==> config.mk <==
export PLATFORM = sky130hd
export DESIGN_NAME = entropy_pool
export DESIGN_NICKNAME = d
export VERILOG_FILES = /design/src/rtl/entropy_pool.sv
export SDC_FILE = /design/constraint.sdc
export NUM_CORES = 1
export LEC_CHECK = 0
export ABC_AREA = 1
export BUFFER_PORTS_ARGS = -buffer_cell sky130_fd_sc_hd__buf_2
export CAP_MARGIN = 20
export CORE_MARGIN = 2
export CORE_UTILIZATION = 60
export DETAILED_ROUTE_END_ITERATION = 12
export PLACE_DENSITY = 0.77
export SYNTH_ARGS = -nofsm -noshare
export SYNTH_HDL_FRONTEND = slang
export SYNTH_SLANG_ARGS = --single-unit
==> constraint.sdc <==
create_clock -name clk -period 4.55 [get_ports clk]
set_input_delay 0.6825 -clock clk [delete_from_list [all_inputs] [get_ports clk]]
set_output_delay 0.6825 -clock clk [all_outputs]
set_load 0.005 [all_outputs]
==> src/rtl/entropy_pool.sv <==
`default_nettype none
// ============================================================================
// Module   : entropy_pool
// Brief    : Noise-pin synchronizer, von Neumann debiaser and FIFO bit pool
//            that meters harvested entropy into the LFSR PRNG entropy input.
// Revision : 1.0 - initial release
// ============================================================================
module entropy_pool #(
    parameter int NOISE_BITS  = 4,
    parameter int POOL_BITS   = 32,
    parameter int DRAIN_DIV   = 1,
    parameter int STUCK_LIMIT = 64
) (
    input  logic                           clk,
    input  logic                           rst_n,
    input  logic [NOISE_BITS-1:0]          noise,
    output logic                           entropy,
    output logic                           fresh,
    output logic [$clog2(POOL_BITS+1)-1:0] level,
    output logic                           stuck,
    output logic                           overflow
);

    localparam int c_LEVEL_W = $clog2(POOL_BITS + 1);
    localparam int c_DIV_W   = (DRAIN_DIV > 1) ? $clog2(DRAIN_DIV) : 1;
    localparam int c_RUN_W   = $clog2(STUCK_LIMIT + 1);

    localparam logic [c_LEVEL_W-1:0] c_FULL      = c_LEVEL_W'(POOL_BITS);
    localparam logic [c_LEVEL_W-1:0] c_LEVEL_ONE = c_LEVEL_W'(1);
    localparam logic [c_DIV_W-1:0]   c_DIV_LAST  = c_DIV_W'(DRAIN_DIV - 1);
    localparam logic [c_DIV_W-1:0]   c_DIV_ONE   = c_DIV_W'(1);
    localparam logic [c_RUN_W-1:0]   c_RUN_MAX   = c_RUN_W'(STUCK_LIMIT);
    localparam logic [c_RUN_W-1:0]   c_RUN_ONE   = c_RUN_W'(1);

    generate
        if (NOISE_BITS < 1) begin : g_chk_noise_bits
            $error("entropy_pool: NOISE_BITS must be >= 1");
        end
        if (POOL_BITS < 2) begin : g_chk_pool_bits
            $error("entropy_pool: POOL_BITS must be >= 2");
        end
        if (DRAIN_DIV < 1) begin : g_chk_drain_div
            $error("entropy_pool: DRAIN_DIV must be >= 1");
        end
        if (STUCK_LIMIT < 2) begin : g_chk_stuck_limit
            $error("entropy_pool: STUCK_LIMIT must be >= 2");
        end
    endgenerate

    typedef enum logic [0:0] {
        PH_FIRST  = 1'b0,
        PH_SECOND = 1'b1
    } phase_t;

    logic [NOISE_BITS-1:0] r_sync1;
    logic [NOISE_BITS-1:0] r_sync2;
    logic                  w_raw;

    phase_t                r_phase;
    logic                  r_first;
    logic                  r_vn_valid;
    logic                  r_vn_bit;

    logic [c_DIV_W-1:0]    r_div_cnt;
    logic [POOL_BITS-1:0]  r_pool;
    logic [POOL_BITS-1:0]  w_pool_next;
    logic [c_LEVEL_W-1:0]  r_level;
    logic [c_LEVEL_W-1:0]  w_level_next;
    logic [c_LEVEL_W-1:0]  w_wr_idx;
    logic                  w_slot;
    logic                  w_full;
    logic                  w_pop;
    logic                  w_push;
    logic                  w_drop;

    logic                  r_entropy;
    logic                  r_fresh;
    logic                  r_overflow;

    logic                  r_prev_r;
    logic                  w_raw_changed;
    logic [c_RUN_W-1:0]    r_run;
    logic [c_RUN_W-1:0]    w_run_next;
    logic                  r_stuck;

    // ------------------------------------------------------------------
    // Two-flop synchronizer per pin, folded to one raw bit
    // ------------------------------------------------------------------
    always_ff @(posedge clk or negedge rst_n) begin
        if (!rst_n) begin
            r_sync1 <= '0;
            r_sync2 <= '0;
        end else begin
            r_sync1 <= noise;
            r_sync2 <= r_sync1;
        end
    end

    assign w_raw = ^r_sync2;

    // ------------------------------------------------------------------
    // Von Neumann extractor over non-overlapping raw pairs
    // ------------------------------------------------------------------
    always_ff @(posedge clk or negedge rst_n) begin
        if (!rst_n) begin
            r_phase    <= PH_FIRST;
            r_first    <= 1'b0;
            r_vn_valid <= 1'b0;
            r_vn_bit   <= 1'b0;
        end else begin
            case (r_phase)
                PH_FIRST: begin
                    r_first    <= w_raw;
                    r_vn_valid <= 1'b0;
                    r_phase    <= PH_SECOND;
                end
                PH_SECOND: begin
                    r_vn_valid <= (r_first != w_raw);
                    r_vn_bit   <= r_first;
                    r_phase    <= PH_FIRST;
                end
                default: begin
                    r_vn_valid <= 1'b0;
                    r_phase    <= PH_FIRST;
                end
            endcase
        end
    end

    // ------------------------------------------------------------------
    // Drain slot and pool control
    // ------------------------------------------------------------------
    assign w_slot = (r_div_cnt == c_DIV_LAST);
    assign w_full = (r_level == c_FULL);
    assign w_pop  = w_slot && (r_level != '0);
    // A pop in the same cycle frees the slot a full pool needs for the push.
    assign w_push = r_vn_valid && (!w_full || w_pop);
    assign w_drop = r_vn_valid && w_full && !w_pop;

    assign w_wr_idx = r_level - c_LEVEL_W'(w_pop);

    always_comb begin
        w_pool_next = w_pop ? {1'b0, r_pool[POOL_BITS-1:1]} : r_pool;
        for (int i = 0; i < POOL_BITS; i++) begin
            if (w_push && (w_wr_idx == c_LEVEL_W'(i))) begin
                w_pool_next[i] = r_vn_bit;
            end
        end
    end

    always_comb begin
        w_level_next = r_level;
        if (w_push && !w_pop) begin
            w_level_next = r_level + c_LEVEL_ONE;
        end else if (w_pop && !w_push) begin
            w_level_next = r_level - c_LEVEL_ONE;
        end
    end

    always_ff @(posedge clk or negedge rst_n) begin
        if (!rst_n) begin
            r_div_cnt  <= '0;
            r_pool     <= '0;
            r_level    <= '0;
            r_entropy  <= 1'b0;
            r_fresh    <= 1'b0;
            r_overflow <= 1'b0;
        end else begin
            r_div_cnt  <= w_slot ? '0 : (r_div_cnt + c_DIV_ONE);
            r_pool     <= w_pool_next;
            r_level    <= w_level_next;
            r_entropy  <= w_pop ? r_pool[0] : 1'b0;
            r_fresh    <= w_pop;
            if (w_drop) begin
                r_overflow <= 1'b1;
            end
        end
    end

    // ------------------------------------------------------------------
    // Stuck-source health monitor on the raw bit
    // ------------------------------------------------------------------
    assign w_raw_changed = (w_raw != r_prev_r);

    always_comb begin
        if (w_raw_changed) begin
            w_run_next = c_RUN_ONE;
        end else if (r_run == c_RUN_MAX) begin
            w_run_next = r_run;
        end else begin
            w_run_next = r_run + c_RUN_ONE;
        end
    end

    // stuck follows the next run value so it drops on the very edge r changes.
    always_ff @(posedge clk or negedge rst_n) begin
        if (!rst_n) begin
            r_prev_r <= 1'b0;
            r_run    <= c_RUN_ONE;
            r_stuck  <= 1'b0;
        end else begin
            r_prev_r <= w_raw;
            r_run    <= w_run_next;
            r_stuck  <= (w_run_next == c_RUN_MAX);
        end
    end

    assign entropy  = r_entropy;
    assign fresh    = r_fresh;
    assign level    = r_level;
    assign stuck    = r_stuck;
    assign overflow = r_overflow;

endmodule
`default_nettype wire

==> qor.json <==
{
  "clock_tree.root_cell": "sky130_fd_sc_hd__clkbuf_8",
  "cts-root-to-sink-buffers": 2,
  "post_synth.cell_area_avg_um2": 7.52,
  "finalWeightedCongestion": 0.865,
  "die_y_um": 80.2,
  "power.ir.vdd_worst_uv": 435,
  "synth.cell_area_um2": 3480,
  "cts_tree": "yes",
  "period_needed_ns": 2.82,
  "power.leakage_nw": 1.85,
  "wire_per_inst_um": 12.6,
  "pwr_density_cell_nw_per_um2": 553,
  "yosys-top-cells-area": "sky130_fd_sc_hd__dfrtp_1 44%, sky130_fd_sc_hd__nand2_1 19%, sky130_fd_sc_hd__nand3_1 6.5%",
  "grt-ovfl-total": 0,
  "initial_core_util": 0.629,
  "route.vias.total": 2885,
  "post-dp-hpwl_um": 4590,
  "cts_post_setup_buffers_inserted": 0,
  "post-route-period-util": 0.620,
  "multi_input_gate_area_in_the_final_layout_um2": 1610,
  "worst_r2r_startpoint": "level[0]$_DFFE_PN0P_",
  "end_kind": "flip-flop",
  "fp.dieW_um": 80.2,
  "synth_top_cell_area_share": 0.438,
  "pin_count_of_the_biggest_net_entering_global_routing": 42,
  "crit_required_ns": 4.78,
  "maxSlewViolCount": 0,
  "globalRouteTotalUtil": 0.245,
  "cts-buffers-inserted": 9,
  "io_buffer_count": 15,
  "pre_cts_slack_ns": 1.78,
  "floorplan.die_area_um2": 6430,
  "avgViaCountPerCell": 5.26,
  "final_layout_size_suffix_gt1_frac": 0.134,
  "worst_hold_path_type": "input port to async pin",
  "drt-pass1-iter-count": 4,
  "reg2reg_setup_slack_ns": 1.73,
  "final.fill_count": 497,
  "insertedDiodeCount": 0,
  "critical_path_peak_fanout": 35,
  "postCtsHoldBufs": 0,
  "post_synth_num_cell_types": 26,
  "worst_setup_path_type": "flip-flop to flip-flop",
  "route.detailed.drc": 0,
  "fp-row-count": 27,
  "finalSetupViolCount": 0,
  "wire_length_of_the_first_global_routing_pass_um": 12200,
  "yosys_register_bits": 62,
  "cp.arrival_ns": 3.05,
  "clkLatencyLatePin_ns": 0.34,
  "synthesis.instances": 463,
  "worst-slew-pin-transition_ns": 0.665,
  "status": "complete, no violations",
  "synth.yosys.seq_area_share": 0.446,
  "yosysWarningCount": 0,
  "timing.clock.skew_ns": 0.00529,
  "clock_sinks": 62,
  "cts-htree-levels": 3,
  "drv.max_cap_violation_count": 0,
  "timing.critical_path.from_type": "flip-flop",
  "grt_setup_unrepaired": "false",
  "rr_worst_depth": 12,
  "clk_pin_slew_ns": 0.06,
  "finish.net_count": 489,
  "seqCellArea_um2": 1550,
  "hold_viol": 0,
  "final_tns_setup_ns": 0,
  "first_global_vias": 2874,
  "final_antenna_net_count": 0,
  "final.setup.worst_slack_ns": 1.73,
  "flow.area_growth_from_synthesis_pct": 7.47,
  "postCtsResizedCells": 0,
  "net_count_after_synthesis": 478,
  "timing.max_slew.rel_slack": 0.556,
  "dr.first_iter.drc_count": 224,
  "worstReg2RegEnd": "r_pool[20]$_DFFE_PN0P_",
  "drt-total-wl_um": 6930,
  "synth_area_leader_cell": "sky130_fd_sc_hd__dfrtp_1",
  "antenna_found_initial": 0,
  "ioPinCount": 16,
  "core_footprint_um2": 5540,
  "fmaxAchievable_mhz": 355
}
==> metrics by stage <==
stage | instance area (um^2) | hold slack, ns | utilization | total power, mW | instances
floorplan | 3480 | 0.331 | - | 1.52 | 463
global placement | 3540 | 0.332 | 0.639 | 1.59 | 534
detailed placement | 3540 | 0.336 | 0.639 | 1.63 | 534
CTS | 3720 | 0.325 | 0.671 | 2.08 | 548
global route | 3740 | 0.350 | 0.676 | 2.25 | 549
finish | 3740 | 0.319 | 0.676 | 2.07 | 549
==> logic make-up (layout without fill, tap and decap cells) <==
| family | count (synthesis) | after routing | share of synthesized area |
|---|---|---|---|
| buf+inv | 69 | 83 | 0.0909 |
| simple gates | 266 | 266 | 0.332 |
| compound gates | 48 | 48 | 0.0697 |
| flops | 62 | 62 | 0.446 |
| fa+ha+maj | 9 | 9 | 0.0323 |
| xor+xnor | 9 | 9 | 0.0291 |
==> worst max-delay path, stage by stage (launching register included) <==
cell and delay [ns]:
sky130_fd_sc_hd__dfrtp_1 0.55, sky130_fd_sc_hd__nor2_2 0.09, sky130_fd_sc_hd__nand4_2 0.07, sky130_fd_sc_hd__buf_4 0.32
sky130_fd_sc_hd__ha_1 0.30, sky130_fd_sc_hd__ha_1 0.24, sky130_fd_sc_hd__nand2_2 0.08, sky130_fd_sc_hd__xor2_2 0.21
sky130_fd_sc_hd__inv_2 0.07, sky130_fd_sc_hd__nor2_4 0.51, sky130_fd_sc_hd__nand2_1 0.12, sky130_fd_sc_hd__nand2_1 0.08
sky130_fd_sc_hd__nand2_1 0.05
==> flip-flops by register name (all words and copies together), names as in the netlist <==
| name | count |
|---|---|
| entropy | 1 |
| fresh | 1 |
| level | 6 |
| overflow | 1 |
| r_first | 1 |
| r_phase | 1 |
| r_pool | 32 |
| r_prev_r | 1 |
| r_run | 7 |
| r_sync1 | 4 |
| r_sync2 | 4 |
| r_vn_bit | 1 |
| r_vn_valid | 1 |
| stuck | 1 |
==> Yosys cell counts <==
master,count
sky130_fd_sc_hd__nand4_2,1
sky130_fd_sc_hd__inv_2,4
sky130_fd_sc_hd__buf_6,6
sky130_fd_sc_hd__xor2_1,4
sky130_fd_sc_hd__inv_1,46
sky130_fd_sc_hd__ha_1,9
sky130_fd_sc_hd__xor2_2,3
sky130_fd_sc_hd__nand3_1,45
sky130_fd_sc_hd__dfrtp_1,61
sky130_fd_sc_hd__buf_2,1
sky130_fd_sc_hd__clkbuf_1,9
sky130_fd_sc_hd__nor2_1,17
sky130_fd_sc_hd__dfstp_2,1
sky130_fd_sc_hd__o21ai_0,40
sky130_fd_sc_hd__nor3_1,4
sky130_fd_sc_hd__nand2_2,2
sky130_fd_sc_hd__nor2_4,2
sky130_fd_sc_hd__o22ai_1,2
sky130_fd_sc_hd__nand2_1,172
sky130_fd_sc_hd__a21oi_1,6
sky130_fd_sc_hd__buf_4,3
sky130_fd_sc_hd__nor2_2,17
sky130_fd_sc_hd__nand3_4,1
sky130_fd_sc_hd__or2_2,1
sky130_fd_sc_hd__nand4_1,4
sky130_fd_sc_hd__xnor2_1,2
==> worst max-delay path by stage <==
| stage | start | end | slack [ns] | depth (start not counted) |
|---|---|---|---|---|
| global placement | level[0]$_DFFE_PN0P_ | r_pool[17]$_DFFE_PN0P_ | 1.88 | 12 |
| global route | level[0]$_DFFE_PN0P_ | r_pool[20]$_DFFE_PN0P_ | 1.44 | 12 |
| finish | level[0]$_DFFE_PN0P_ | r_pool[20]$_DFFE_PN0P_ | 1.73 | 12 |
| detailed placement | level[0]$_DFFE_PN0P_ | r_pool[16]$_DFFE_PN0P_ | 1.78 | 12 |
| floorplan | level[0]$_DFFE_PN0P_ | r_pool[28]$_DFFE_PN0P_ | 2.18 | 14 |
| CTS | level[0]$_DFFE_PN0P_ | r_pool[16]$_DFFE_PN0P_ | 1.74 | 12 |
==> final cells by class <==
class                           instances  share of cell area
Clock buffer                           13              0.0451
Clock inverter                          1             0.00134
Inverter                               50              0.0501
Multi-Input combinational cell        332               0.431
Sequential cell                        62               0.415
Tap cell                               72              0.0241
Timing Repair Buffer                   19              0.0334
==> layout by cell type (no fill, tap or decap), drive strengths merged, types with 4 or more instances in the layout <==
| master | count |
|---|---|
| nand2 | 174 |
| dfrtp | 61 |
| inv | 50 |
| nand3 | 46 |
| o21ai | 40 |
| nor2 | 36 |
| buf | 19 |
| clkbuf | 13 |
| ha | 9 |
| xor2 | 7 |
| a21oi | 6 |
| nand4 | 5 |
| nor3 | 4 |
==> power by group <==
group	switching [mW]	internal [mW]	total (mW)
Sequential	0.100	0.681	0.781
Clock	0.202	0.236	0.438
Combinational	0.578	0.274	0.852
Total	0.881	1.19	2.07
==> layer usage <==
layer / track usage / up-vias / wire length, um
li1: - / 1470 / -
met1: 0.307 / 1351 / 3190
met2: 0.413 / 56 / 3310
met3: 0.0573 / 8 / 325
met4: 0.0915 / 0 / 99
met5: 0 / - / 0
(Power assumes the default switching activity.)
